===== config.mk =====
export PLATFORM = sky130hd
export DESIGN_NAME = irq_sequencer
export DESIGN_NICKNAME = d
export VERILOG_FILES = /design/src/rtl/irq_pkg.sv /design/src/rtl/irq_edge_latch.sv /design/src/rtl/irq_sequencer.sv
export SDC_FILE = /design/constraint.sdc
export NUM_CORES = 1
export LEC_CHECK = 0
export CELL_PAD_IN_SITES_DETAIL_PLACEMENT = 1
export CELL_PAD_IN_SITES_GLOBAL_PLACEMENT = 1
export CORE_UTILIZATION = 25
export CTS_BUF_LIST = sky130_fd_sc_hd__clkbuf_4 sky130_fd_sc_hd__clkbuf_8
export CTS_CLUSTER_SIZE = 28
export DETAILED_ROUTE_END_ITERATION = 8
export PLACE_DENSITY_LB_ADDON = 0.1
export SYNTH_ARGS = -nofsm -noshare
export SYNTH_HDL_FRONTEND = slang
export SYNTH_SLANG_ARGS = --single-unit

===== constraint.sdc =====
create_clock -name clk -period 5 [get_ports clk]
set_input_delay 0.75 -clock clk [delete_from_list [all_inputs] [get_ports clk]]
set_output_delay 0.75 -clock clk [all_outputs]
set_load 0.005 [all_outputs]

===== src/rtl/irq_pkg.sv =====
`default_nettype none
// ---------------------------------------------------------------------------
// irq_pkg : shared types and defaults for the interrupt sequencer
// Rev 1.0
// ---------------------------------------------------------------------------
package irq_pkg;

  localparam int          C_IRQ_PC_W     = 32;
  localparam int          C_IRQ_SRC_W    = 4;
  localparam logic [31:0] C_HANDLER_BASE = 32'h0000_0200;
  localparam logic [31:0] C_VEC_STRIDE   = 32'h0000_0040;

  typedef enum logic [0:0] {
    IRQ_IDLE   = 1'b0,
    IRQ_ACTIVE = 1'b1
  } irq_state_t;

  typedef struct packed {
    logic [C_IRQ_PC_W-1:0]  epc;
    logic [C_IRQ_SRC_W-1:0] src;
  } irq_frame_t;

endpackage
`default_nettype wire


===== src/rtl/irq_edge_latch.sv =====
`default_nettype none
// ---------------------------------------------------------------------------
// irq_edge_latch : rising-edge capture into sticky pending bits
// Rev 1.0
// ---------------------------------------------------------------------------
module irq_edge_latch #(
  parameter int N = 3
) (
  input  logic         clk,
  input  logic         rst,
  input  logic [N-1:0] i_lvl,
  input  logic [N-1:0] i_clr,
  output logic [N-1:0] o_pending
);

  logic [N-1:0] r_prev;
  logic [N-1:0] r_pending;
  logic [N-1:0] w_rise;

  assign w_rise    = i_lvl & ~r_prev;
  assign o_pending = r_pending;

  // prev resets to ones so a line already high at reset release is not an edge
  always_ff @(posedge clk or negedge rst) begin
    if (!rst) begin
      r_prev    <= '1;
      r_pending <= '0;
    end else begin
      r_prev    <= i_lvl;
      r_pending <= (r_pending & ~i_clr) | w_rise;
    end
  end

endmodule
`default_nettype wire


===== src/rtl/irq_sequencer.sv =====
`default_nettype none
// ---------------------------------------------------------------------------
// irq_sequencer : prioritised, nesting interrupt take/return PC redirector
// Rev 1.0
// ---------------------------------------------------------------------------
module irq_sequencer
  import irq_pkg::*;
#(
  parameter int               WIDTH        = 32,
  parameter int               NUM_SRC      = 3,
  parameter logic [WIDTH-1:0] HANDLER_BASE = WIDTH'(C_HANDLER_BASE),
  parameter logic [WIDTH-1:0] VEC_STRIDE   = WIDTH'(C_VEC_STRIDE)
) (
  input  logic                       clk,
  input  logic                       rst,
  input  logic [NUM_SRC-1:0]         irq_in,
  input  logic                       halt,
  input  logic                       stall,
  input  logic                       ex_valid,
  input  logic [WIDTH-1:0]           ex_pc,
  input  logic                       ex_taken,
  input  logic [WIDTH-1:0]           ex_target,
  input  logic                       ex_uret,
  output logic                       flush,
  output logic                       pc_redirect,
  output logic [WIDTH-1:0]           pc_target,
  output logic [NUM_SRC-1:0]         irq_ack,
  output logic                       irq_active,
  output logic [$clog2(NUM_SRC)-1:0] cur_src
);

  localparam int SRC_W   = $clog2(NUM_SRC);
  localparam int DEPTH_W = $clog2(NUM_SRC + 1);

  irq_state_t         r_state;
  irq_state_t         w_state_nxt;
  irq_frame_t         r_stack [NUM_SRC];
  logic [DEPTH_W-1:0] r_depth;
  logic [DEPTH_W-1:0] w_top_idx;
  irq_frame_t         w_top;
  irq_frame_t         w_push;
  logic [NUM_SRC-1:0] w_pending;
  logic [NUM_SRC-1:0] w_elig;
  logic [NUM_SRC-1:0] w_ack;
  logic [SRC_W-1:0]   w_win;
  logic [SRC_W-1:0]   w_cur_src;
  logic               w_any;
  logic               w_take;
  logic               w_ret;
  logic [WIDTH-1:0]   w_epc;

  irq_edge_latch #(
    .N (NUM_SRC)
  ) u_edge (
    .clk       (clk),
    .rst       (rst),
    .i_lvl     (irq_in),
    .i_clr     (w_ack),
    .o_pending (w_pending)
  );

  assign w_top_idx = (r_depth == '0) ? '0 : r_depth - 1'b1;
  assign w_top     = r_stack[w_top_idx];
  assign w_cur_src = (r_depth == '0) ? '0 : SRC_W'(w_top.src);

  // While nested, only strictly higher-priority (lower index) sources may preempt
  always_comb begin
    for (int i = 0; i < NUM_SRC; i++) begin
      w_elig[i] = w_pending[i] && ((r_depth == '0) || (i < int'(w_cur_src)));
    end
  end

  always_comb begin
    w_any = 1'b0;
    w_win = '0;
    for (int i = NUM_SRC - 1; i >= 0; i--) begin
      if (w_elig[i]) begin
        w_any = 1'b1;
        w_win = SRC_W'(i);
      end
    end
  end

  // uret is excluded from take so a coinciding return always pops first
  assign w_take = w_any && ex_valid && !ex_uret && !stall && !halt;
  assign w_ret  = ex_valid && ex_uret && (r_depth != '0) && !stall && !halt;

  assign w_epc      = ex_taken ? ex_target : ex_pc + WIDTH'(4);
  assign w_push.epc = C_IRQ_PC_W'(w_epc);
  assign w_push.src = C_IRQ_SRC_W'(w_win);

  always_ff @(posedge clk or negedge rst) begin
    if (!rst) begin
      for (int i = 0; i < NUM_SRC; i++) begin
        r_stack[i] <= '0;
      end
      r_depth <= '0;
    end else if (w_take) begin
      r_stack[r_depth] <= w_push;
      r_depth          <= r_depth + 1'b1;
    end else if (w_ret) begin
      r_depth <= r_depth - 1'b1;
    end
  end

  always_ff @(posedge clk or negedge rst) begin
    if (!rst) begin
      r_state <= IRQ_IDLE;
    end else begin
      r_state <= w_state_nxt;
    end
  end

  always_comb begin
    w_state_nxt = r_state;
    flush       = 1'b0;
    pc_redirect = 1'b0;
    pc_target   = '0;
    w_ack       = '0;
    case (r_state)
      IRQ_IDLE: begin
        if (w_take) w_state_nxt = IRQ_ACTIVE;
      end
      IRQ_ACTIVE: begin
        if (w_ret && (r_depth == DEPTH_W'(1))) w_state_nxt = IRQ_IDLE;
      end
      default: w_state_nxt = IRQ_IDLE;
    endcase
    if (w_take) begin
      flush         = 1'b1;
      pc_redirect   = 1'b1;
      pc_target     = HANDLER_BASE + WIDTH'(w_win) * VEC_STRIDE;
      w_ack[w_win]  = 1'b1;
    end else if (w_ret) begin
      flush       = 1'b1;
      pc_redirect = 1'b1;
      pc_target   = WIDTH'(w_top.epc);
    end
  end

  assign irq_ack    = w_ack;
  assign irq_active = (r_state == IRQ_ACTIVE);
  assign cur_src    = w_cur_src;

endmodule
`default_nettype wire


==> metrics.cfg <==
[synthesis]
synth_commonest_cells=108 x dfrtp_1, 78 x mux2_2, 75 x nor2_1
syn_nets=686
yosys_register_bits=111
synth_cell_types=59
yosysTopAreaCell=dfrtp_1
netlist_top_cells_area=dfrtp_1 44%, mux2_2 14%, mux2i_1 7.6%
synth.avg_cell_area_um2=10.24
synth_ff_type=dfrtp_1
synth_top_area_share=0.4357
synth_edf_count=0
syn_area_um2=6203
netlist_instances=606
yosysMostFrequentCell=dfrtp_1
async_flop_share=1.000
seq_area_frac_synth=0.4484
yosys_warnings=0

[timing]
rsz0062_at_grt=no
setup_viol=0
fin_crit_sh=0.8798
skew_ns=0.01642
drv_slew=0
worst_slew_pin_slew_ns=0.9504
hold_viol=0
fin_crit_ns=4.399
fmax_mhz=227.3
hold_ws_ns=0.4660
final.setup.tns_ns=0
slew_headroom=0.3664

[grt]
grtUsageTotal=0.1593
grt_pass1_vias=5353
grt_pass1_wl_mm=31.10
grt_overflow=0
grt_max_degree=73
antenna_found_initial=0

[critical_path]
critPathArrivalTime_ns=3.65
reg2reg_slack_ns=1.69
rr_startpoint=r_depth[0]
r2r-end=r_stack[21]
cpPeakStageDelay_ns=0.56
crit_family=buffers and inverters
crit_start=r_depth[0]
path_cells=inv_1 -> ha_2 -> buf_4 -> mux2i_1 -> a221oi_2 -> o31ai_2 -> or2_2 -> nor3_1 -> clkdlybuf4s50_1
critPathRequiredTime_ns=4.25
rr_worst_depth=9
endpoint_kind=primary output
slowest_stage=clkdlybuf4s50_1
critical_path_class=reg2out
critPathMaxFanout=20
path_buf_inv=3
start_kind=flip-flop

[clocking]
cts_resized=0
cts_root_buf=clkbuf_8
clkSinkCount=111
cts_tree=done
ctsHoldBuffers=0
cts_buffers=9
post_cts_buffers=0
clockBufferDepth=2
cts_max_level=3
insertion_delay_ns=0.39
clk_pin_slew_worst_paths_ns=0.11

[routing]
via_per_inst=4.803
drc=0
drtIter0Drc=127
postRouteAntennaNets=0
wirelength_mm=19.52
avgRoutedWirePerCell_um=18.97
vias=4942
firstDrtPassIters=4

[power_and_ir_drop]
pwr-share-seq=0.435
p_clk_frac=0.169
power_density_nw_per_um2=394.6
combPwrFrac=0.396
swShare=0.3708
irDropWorstVdd_mv=0.1533
p_switching_mw=1.148
internal_power_mw=1.947
power_mw=3.094
power.leakage_nw=3.273

[floorplan]
rows=57
fp.coreArea_um2=24320
die_w_um=159.5
num_io_pins=114
start_util=0.2551
dieHeight_um=159.5
die_area_um2=25450

[final_layout]
area_delta_synth_final_pct=26.40
multi_input_area_um2=3162
fillers=2747
seq_area_um2=2781
nets=781
drive_gt1_frac=0.1801
antenna_cells=0

[placement]
place_congestion=0.7553
hpwl_mm=13.67
io_buffers=113

[run]
max_cap_viol_count=0

[run_status]
outcome=finished clean

[worst_hold_path]
hp-class=in2async

power by group through the flow:
stage / clock network (mW) / logic [mW] / registers (mW)
final: 0.524 / 1.23 / 1.34
after global routing: 0.584 / 1.37 / 1.39
after CTS: 0.551 / 1.26 / 1.35
after detailed placement: 0 / 1.26 / 1.37
after global placement: 0 / 1.23 / 1.34
after floorplan: 0 / 0.841 / 1.31
layout by cell type (no fill, tap or decap), drive strengths merged, types with 14 or more instances in the layout:
master / count
a21oi: 33
buf: 14
clkdlybuf4s50: 111
dfrtp: 108
inv: 26
mux2: 85
mux2i: 47
nand2: 29
nor2: 75
o21ai: 27
o31ai: 14
state kept, by name, summed over array words and instances (netlist names):
register	count
r_depth	2
r_stack	102
u_edge.r_prev	3
irq_active	1
u_edge.o_pending	3
cells by family after synthesis:
family / after synthesis / synth area share
AO/OA/AOI/OAI: 103 / 0.1035
XOR/XNOR: 12 / 0.01694
adder cells (fa/ha/maj): 6 / 0.01210
buffers and inverters: 67 / 0.04558
flip-flops: 111 / 0.4484
multiplexers: 132 / 0.2301
AND/OR/NAND/NOR: 175 / 0.1434
worst reg2reg max path: cells and delay by family (launching register included):
| kind | cells | cell delay (ns) |
|---|---|---|
| buf+inv | 3 | 1.06 |
| compound gates | 2 | 0.67 |
| flops | 1 | 0.42 |
| fa+ha+maj | 1 | 0.21 |
| simple gates | 1 | 0.23 |
| mux | 2 | 0.60 |
stage by stage:
step	std cells	setup slack [ns]	util	area [um2]
floorplan	606	2.092	-	6203
global placement	1014	0.7839	0.3150	7660
detailed placement	1014	0.6885	0.3150	7660
CTS	1029	0.5717	0.3224	7841
global route	1029	0.3734	0.3224	7841
finish	1029	0.6012	0.3224	7841
layer usage:
| metal | GRT usage | wire [um] | share of wire |
|---|---|---|---|
| met5 | 0 | 0 | 0 |
| met4 | 0.03934 | 207 | 0.011 |
| met1 | 0.2179 | 9559 | 0.49 |
| met2 | 0.2620 | 9242 | 0.47 |
| met3 | 0.02475 | 509 | 0.026 |
how the worst max path moves through the flow:
stage | endpoint | slack [ns] | cells past startpoint
2_1_floorplan | pc_target[9] | 2.09 | 9
3_3_place_gp | pc_target[6] | 0.78 | 6
3_5_place_dp | irq_ack[0] | 0.69 | 6
4_1_cts | irq_ack[0] | 0.57 | 9
5_1_grt | irq_ack[0] | 0.37 | 9
6_report | irq_ack[0] | 0.60 | 9
final cells by class:
type | instances | share of cell area
Timing Repair Buffer | 125 | 0.1548
Multi-Input combinational cell | 428 | 0.4032
Clock inverter | 5 | 0.005585
Inverter | 26 | 0.01245
Sequential cell | 111 | 0.3547
Tap cell | 324 | 0.05170
Clock buffer | 10 | 0.01755
Note: power is estimated with default switching activity, not from simulation.
==> edit, RTL diff (same flow settings) <==
Set the parameter `NUM_SRC` to 6 (it was 3).
--- a/src/rtl/irq_sequencer.sv
+++ b/src/rtl/irq_sequencer.sv
@@ -8,5 +8,5 @@
 #(
   parameter int               WIDTH        = 32,
-  parameter int               NUM_SRC      = 3,
+  parameter int               NUM_SRC      = 6,
   parameter logic [WIDTH-1:0] HANDLER_BASE = WIDTH'(C_HANDLER_BASE),
   parameter logic [WIDTH-1:0] VEC_STRIDE   = WIDTH'(C_VEC_STRIDE)
Interface: changed (resized cur_src, irq_ack and irq_in); port bits go from 114 to 121. No check against the original RTL was run, so the function may have changed too.
==> edit against the unedited design <==
Critical endpoint is now pc_target[7]. Sequential cell count up 115. Via count up 79%. Maximum frequency down 7.5%. Clock power rose to 3.7 times the old value. Setup slack worse by 0.36 ns. Design area up 87%. Wire length up 93%. Total power rose to 2.6 times the old value. Area after synthesis up 87%. Register-to-register slack worse by 0.61 ns.
==> edit: results (changes against the unedited design) <==
* Initial antenna violation count at 1 (+1)
* Drt initial violations at 429 (+240%)
* Dpl cells at 1,773 (+75%)
* Unique masters post-synth at 61 (+3.4%)
* Clock buf/inv share at 6.31% (+4.0 points)
* Total clock sinks at 226 (+100%)
* Comb_multi_in at 765 (+79%)
* # nets final at 1,304 (+67%)
* Final Non-Filler Cells at 1,854 (+80%)
* Place WS at 0.410 ns (-0.278 ns)
* Int Power at 4.86 mW (+150%)
* Synth top area cells: dfrtp_1 47%, mux2_2 19%, nand2_1 5.7%
* Placer congestion estimate at 0.778 (+3.1%)
* HPWL Detailed at 23,500 µm (+72%)
* Ant. Diodes at 1 (+1)
* Multi-input gate area at 5640 µm² (+78%)
* Sequential power at 2.75 mW (+110%)
* Non-CTS inverters at 19 (-27%)
* Clk_buf instances at 73 (+63)
* WL met3 at 1470 µm (+190%)
* Input/output buffers at 120 (+6.2%)
* Wire per inst at 20.3 µm (+6.9%)
* Post-synthesis xor/xnor area fraction at 2.19% (+0.49 points)
* Met1 Usage GRT at 22.3% (+0.46 points)
* Number of flip-flops in the largest register at 210 (+110%)
* Status: complete, no violations
-- edit: final timing paths --
kind / to / cells past startpoint / startpoint / slack [ns]
worst max register to register: r_stack[23]$_DFFE_PN0P_ / 13 / r_depth[1]$_DFFE_PN0P_ / 1.08
worst max-delay path: pc_target[7] / 13 / r_depth[1]$_DFFE_PN0P_ / 0.24
worst min-delay path: r_stack[43]$_DFFE_PN0P_ / 1 / rst / 0.22
min in group clk: r_stack[115]$_DFFE_PN0P_ / 1 / r_stack[115]$_DFFE_PN0P_ / 0.49
max in group asynchronous: r_stack[59]$_DFFE_PN0P_ / 2 / rst / 3.61
worst min register to register: r_stack[115]$_DFFE_PN0P_ / 1 / r_stack[115]$_DFFE_PN0P_ / 0.49
-- edit: timing repair --
action	in CTS	in global routing
gates resized for setup	5	11
setup endpoints to repair	10	9
pin swaps	3	2
buffers inserted	1	2
